`config.mk`:
```
export PLATFORM = sky130hd
export DESIGN_NAME = sram_obi_arbiter
export DESIGN_NICKNAME = d
export VERILOG_FILES = /design/src/rtl/sram_obi_arbiter.sv
export SDC_FILE = /design/constraint.sdc
export NUM_CORES = 1
export LEC_CHECK = 0
export ABC_AREA = 1
export CAP_MARGIN = 20
export CORE_AREA = 2 2 127 129
export DETAILED_ROUTE_END_ITERATION = 12
export DIE_AREA = 0 0 129 131
export PLACE_DENSITY = 0.48
export SETUP_SLACK_MARGIN = 0.2
export SKIP_CTS_REPAIR_TIMING = 1
export SLEW_MARGIN = 25
export SYNTH_ARGS = -nofsm -noshare
export SYNTH_HDL_FRONTEND = slang
export SYNTH_SLANG_ARGS = --single-unit
export TNS_END_PERCENT = 50
```
`constraint.sdc`:
```
create_clock -name clk_i -period 1.1 [get_ports clk_i]
set_clock_uncertainty 0.05 [all_clocks]
set_input_delay 0.11 -clock clk_i [delete_from_list [all_inputs] [get_ports clk_i]]
set_output_delay 0.11 -clock clk_i [all_outputs]
set_load 0.1 [all_outputs]
```
`src/rtl/sram_obi_arbiter.sv`:
```
// Round-robin two-master OBI arbiter sharing the SRAM wrapper's single data port.
// Define SRAM_ARB_RANGE_CHECK_EN to reject out-of-range addresses locally with an error response.
module sram_obi_arbiter #(
   parameter logic [31:0] SRAM_BASE_ADDR = 32'h8000_0000,
   parameter logic [31:0] SRAM_END_ADDR  = 32'h8000_C000,
   parameter logic [31:0] ERR_RDATA      = 32'hDEAD_BEEF
) (
   input  logic        clk_i,
   input  logic        rst_i,
   input  logic        m0_req_i,
   output logic        m0_gnt_o,
   input  logic [31:0] m0_addr_i,
   input  logic        m0_we_i,
   input  logic [3:0]  m0_be_i,
   input  logic [31:0] m0_wdata_i,
   output logic        m0_rvalid_o,
   output logic [31:0] m0_rdata_o,
   output logic        m0_err_o,
   input  logic        m1_req_i,
   output logic        m1_gnt_o,
   input  logic [31:0] m1_addr_i,
   input  logic        m1_we_i,
   input  logic [3:0]  m1_be_i,
   input  logic [31:0] m1_wdata_i,
   output logic        m1_rvalid_o,
   output logic [31:0] m1_rdata_o,
   output logic        m1_err_o,
   output logic        s_req_o,
   output logic [31:0] s_addr_o,
   output logic        s_we_o,
   output logic [3:0]  s_be_o,
   output logic [31:0] s_wdata_o,
   input  logic        s_gnt_i,
   input  logic        s_rvalid_i,
   input  logic [31:0] s_rdata_i,
   output logic [15:0] illegal_cnt_o
);

   typedef enum logic {
      MST_0 = 1'b0,
      MST_1 = 1'b1
   } master_e;

`ifdef SRAM_ARB_RANGE_CHECK_EN
   localparam bit RangeCheckEn = 1'b1;
`else
   localparam bit RangeCheckEn = 1'b0;
`endif

   master_e     last_q, last_d;
   master_e     owner_q, owner_d;
   master_e     winner;
   logic        pend_q, pend_d;
   logic        w_req, w_we;
   logic [31:0] w_addr, w_wdata;
   logic [3:0]  w_be;
   logic        in_range, illegal;
   logic        fwd, hs_fwd, hs_err, hs;
   logic        sram_rsp, err_rsp, rsp_valid;
   logic [31:0] rsp_data;

   // NOTE: every signal driven in always_comb gets a default first, so no path can infer a latch.
   always_comb begin
      winner = MST_0;
      if (m0_req_i && m1_req_i) begin
         winner = (last_q == MST_0) ? MST_1 : MST_0;
      end else if (m1_req_i) begin
         winner = MST_1;
      end
   end

   assign w_req   = (winner == MST_1) ? m1_req_i   : m0_req_i;
   assign w_addr  = (winner == MST_1) ? m1_addr_i  : m0_addr_i;
   assign w_we    = (winner == MST_1) ? m1_we_i    : m0_we_i;
   assign w_be    = (winner == MST_1) ? m1_be_i    : m0_be_i;
   assign w_wdata = (winner == MST_1) ? m1_wdata_i : m0_wdata_i;

   // Out-of-range requests never reach the SRAM; the arbiter accepts them itself.
   assign in_range = (w_addr >= SRAM_BASE_ADDR) && (w_addr < SRAM_END_ADDR);
   assign illegal  = RangeCheckEn && !in_range;
   assign fwd      = w_req && !illegal && !rst_i;
   assign hs_fwd   = fwd && s_gnt_i;
   assign hs_err   = w_req && illegal && !rst_i;
   assign hs       = hs_fwd || hs_err;

   assign s_req_o   = fwd;
   assign s_addr_o  = w_addr;
   assign s_we_o    = w_we;
   assign s_be_o    = w_be;
   assign s_wdata_o = w_wdata;

   assign m0_gnt_o = hs && (winner == MST_0);
   assign m1_gnt_o = hs && (winner == MST_1);

   always_comb begin
      last_d  = last_q;
      owner_d = owner_q;
      pend_d  = pend_q;
      if (s_rvalid_i) begin
         pend_d = 1'b0;
      end
      if (hs) begin
         last_d  = winner;
         owner_d = winner;
      end
      if (hs_fwd) begin
         pend_d = 1'b1;
      end
   end

   // NOTE: registers use non-blocking assignments so each one samples pre-edge values of the others.
   always_ff @(posedge clk_i) begin
      if (rst_i) begin
         last_q  <= MST_1;
         owner_q <= MST_0;
         pend_q  <= 1'b0;
      end else begin
         last_q  <= last_d;
         owner_q <= owner_d;
         pend_q  <= pend_d;
      end
   end

`ifdef SRAM_ARB_RANGE_CHECK_EN
   logic        errresp_q, errresp_d;
   logic [15:0] cnt_q, cnt_d;

   always_comb begin
      errresp_d = hs_err;
      cnt_d     = cnt_q;
      if (hs_err && (cnt_q != 16'hFFFF)) begin
         cnt_d = cnt_q + 16'd1;
      end
   end

   always_ff @(posedge clk_i) begin
      if (rst_i) begin
         errresp_q <= 1'b0;
         cnt_q     <= 16'd0;
      end else begin
         errresp_q <= errresp_d;
         cnt_q     <= cnt_d;
      end
   end

   assign err_rsp       = errresp_q && !rst_i;
   assign illegal_cnt_o = cnt_q;
`else
   assign err_rsp       = 1'b0;
   assign illegal_cnt_o = 16'd0;
`endif

   // A response belongs to whoever won the handshake one cycle earlier.
   assign sram_rsp  = s_rvalid_i && pend_q && !rst_i;
   assign rsp_valid = sram_rsp || err_rsp;
   assign rsp_data  = err_rsp ? ERR_RDATA : s_rdata_i;

   assign m0_rvalid_o = rsp_valid && (owner_q == MST_0);
   assign m1_rvalid_o = rsp_valid && (owner_q == MST_1);
   assign m0_rdata_o  = m0_rvalid_o ? rsp_data : 32'd0;
   assign m1_rdata_o  = m1_rvalid_o ? rsp_data : 32'd0;
   assign m0_err_o    = m0_rvalid_o && err_rsp;
   assign m1_err_o    = m1_rvalid_o && err_rsp;

   a_rvalid_has_owner: assert property (@(posedge clk_i) disable iff (rst_i) s_rvalid_i |-> pend_q)
      else $error("s_rvalid_i without an outstanding request");

endmodule

```
==> impl_metrics.py <==
metrics = {
    "power_and_ir_drop": {
        "comb_power_share_pct": 88.0,
        "ir_drop_mv": 0.538,
        "cellLeakagePower_nw": 3.45,
        "switchingPower_mw": 3.31,
        "p_total_mw": 5.89,
        "power_switching_share_pct": 56.3,
        "power_density_mw_per_mm2": 752,
        "internal-power_mw": 2.58,
        "p_seq_share_pct": 2.1,
        "p_clk_share_pct": 9.8,
    },
    "place": {
        "dp_hpwl_mm": 10.9,
        "post_dp_cell_area_mm2": 0.00737,
        "placed_cells": 916,
        "portBuffers": 313,
        "finalWeightedCongestion": 0.875,
    },
    "route": {
        "wl_per_cell_um": 13.7,
        "wirelength_mm": 12.8,
        "route.detailed.drc": 0,
        "via_per_inst": 3.71,
        "vias": 3470,
        "drtPass1Iterations": 4,
        "drtIter0Drc": 85,
        "ant_nets": 0,
    },
    "clock_tree": {
        "cts-htree-levels": 1,
        "clk_path_buf_depth": 2,
        "clkSinkCount": 3,
        "insertion_delay_ps": 220,
        "cts_buffers": 3,
        "cts_tree": "done",
        "cts-root-buf": "clkbuf_16",
        "clk_pin_slew_worst_paths_ps": 30,
    },
    "final_layout": {
        "final_common_cell": "clkdlybuf4s50_1",
        "final_cell_mix": "170 x clkdlybuf4s50_1, 154 x buf_12, 133 x nand2_1, 70 x nand2_2, 63 x nor2_4",
        "final_area_mm2": 0.00783,
        "regArea_um2": 63.8,
        "fill_cells": 1444,
        "stdcell_count": 936,
        "syn2layout_area_growth_pct": 413,
        "drive_gt1_share_pct": 49.3,
        "nets": 895,
        "multi_input_area_mm2": 0.00193,
    },
    "synth": {
        "synth_area_per_cell_um2": 4.14,
        "synth_top_family_by_area": "simple AND/OR/NAND/NOR gates",
        "yosysTopAreaCell": "nand2_1",
        "synth.top_cells.by_area": "nand2_1 52%, nor2_1 16%, inv_1 9.4%",
        "ys_types": 14,
        "syn_area_mm2": 0.00153,
        "synthCells": 368,
        "post-synth-top-area-fraction_pct": 52.2,
        "synth-simple-area-share_pct": 70.2,
        "synth_compound_area_share_pct": 1.72,
        "yosysSeqAreaShare_pct": 3.94,
        "yosysWarnings": 0,
        "synth_adder_area_share_pct": 0,
        "synth_xor_area_share_pct": 0,
        "ys_ff_latch": 3,
        "synthMuxAreaShare_pct": 0,
    },
    "floorplan": {
        "die_height_um": 131,
        "die_w_um": 129,
        "die-area_mm2": 0.0169,
        "rows": 46,
        "initial_core_util_pct": 9.78,
        "design.core.area_mm2": 0.0156,
        "pin_count": 332,
    },
    "grt": {
        "use_met2_pct": 26.1,
        "gr-usage-met3_pct": 4.64,
        "grt_overflow_total": 0,
        "grt_antenna_before_repair": 2,
        "grt_pass1_wl_mm": 17.6,
        "grt_busiest_layer": "met2",
        "grt.total_usage_pct": 13.1,
        "grtUsageMet1_pct": 12.8,
        "grt_max_degree": 32,
        "grt_pass1_vias": 3468,
    },
    "sta": {
        "hold_viol_final": 0,
        "period_minus_slack_ps": 1600,
        "finalMaxSlewViolations": 0,
        "final-setup-viol-count": 138,
        "finalCritPeriodShare_pct": 145,
        "setup_ws_ps": -496,
        "grt_setup_unrepaired": "true",
        "setup_tns_ps": -60150,
        "whs_ps": 137,
        "fmax_ghz": 0.627,
    },
    "hold_path": {
        "hp-class": "in -> reg",
    },
    "critical_path": {
        "worstSetupEndpointType": "output port",
        "path_class": "reg -> out",
        "cp.required_ps": 940,
        "crit_arrival_ps": 1440,
        "crit_fanout": 9,
        "startpoint_type": "flip-flop",
    },
    "run_status": {
        "violations": "setup timing",
        "status": "complete, but fails checks",
    },
    "flow_run": {
        "maxCapViolations": 0,
    },
}
==> path summary, 6_finish.rpt <==
| kind | to | startpoint | cells past startpoint | slack, ps |
|---|---|---|---|---|
| hold reg to reg | last_q$_SDFFE_PP1P_ | last_q$_SDFFE_PP1P_ | 2 | 440 |
| setup reg to reg | last_q$_SDFFE_PP1P_ | last_q$_SDFFE_PP1P_ | 6 | -100 |
| hold / removal | pend_q$_SDFFE_PP0P_ | s_rvalid_i | 2 | 140 |
| setup / recovery | m0_rdata_o[28] | owner_q$_SDFFE_PP0P_ | 7 | -500 |
==> metal layers <==
| layer | routed length (µm) | vias up |
|---|---|---|
| li1 | - | 1731 |
| met1 | 4080 | 1535 |
| met2 | 7190 | 186 |
| met4 | 265 | 0 |
| met3 | 1270 | 18 |
| met5 | 0 | - |
==> cell type report <==
class | count | share of cell area, %
diodes | 2 | 0.0639
clock buffers | 4 | 1.01
inverters | 40 | 2.21
multi-input cells | 304 | 24.7
flip-flops and latches | 3 | 0.815
well taps | 216 | 3.45
repair buffers | 367 | 67.8
==> power groups by stage <==
stage                     Clock, mW  Sequential, mW  Combinational (mW)
after detailed placement          0           0.125                5.04
after CTS                     0.587           0.124                5.06
after global placement            0           0.125                5.02
after floorplan                   0           0.124                2.96
final                         0.580           0.125                5.18
after global routing          0.599           0.126                5.36
==> critical path: stages (launching register included) <==
cell	delay [ps]
dfxtp_2	310
inv_2	50
nand4_1	110
buf_6	160
clkbuf_16	170
buf_4	140
nor2_4	90
buf_12	180
==> stage by stage <==
stage	setup slack (ps)	util, %
final	-496	50.2
after global routing	-545	50.2
after floorplan	-480	-
after detailed placement	-708	47.3
after global placement	-668	47.3
after CTS	-712	47.8
==> registers in the layout (all words and copies together) (netlist names) <==
| signal | flops |
|---|---|
| last_q | 1 |
| owner_q | 1 |
| pend_q | 1 |
==> synthesized netlist by cell type <==
master / number
inv_1: 38
o21ai_0: 1
buf_2: 3
inv_2: 2
nand2_1: 212
nor2_1: 66
nand4_1: 2
buf_4: 18
dfxtp_1: 3
a21oi_4: 1
nand3_1: 3
a21oi_1: 1
conb_1: 1
clkbuf_1: 17
==> cell families (layout without fill, tap and decap cells) <==
logic type / count (synthesis) / after routing
AOI/OAI and AO/OA: 3 / 3
and+or+nand+nor: 283 / 283
other: 1 / 20
buffers and inverters: 78 / 411
DFF: 3 / 3
No activity file was read; power rests on OpenSTA's default activity.
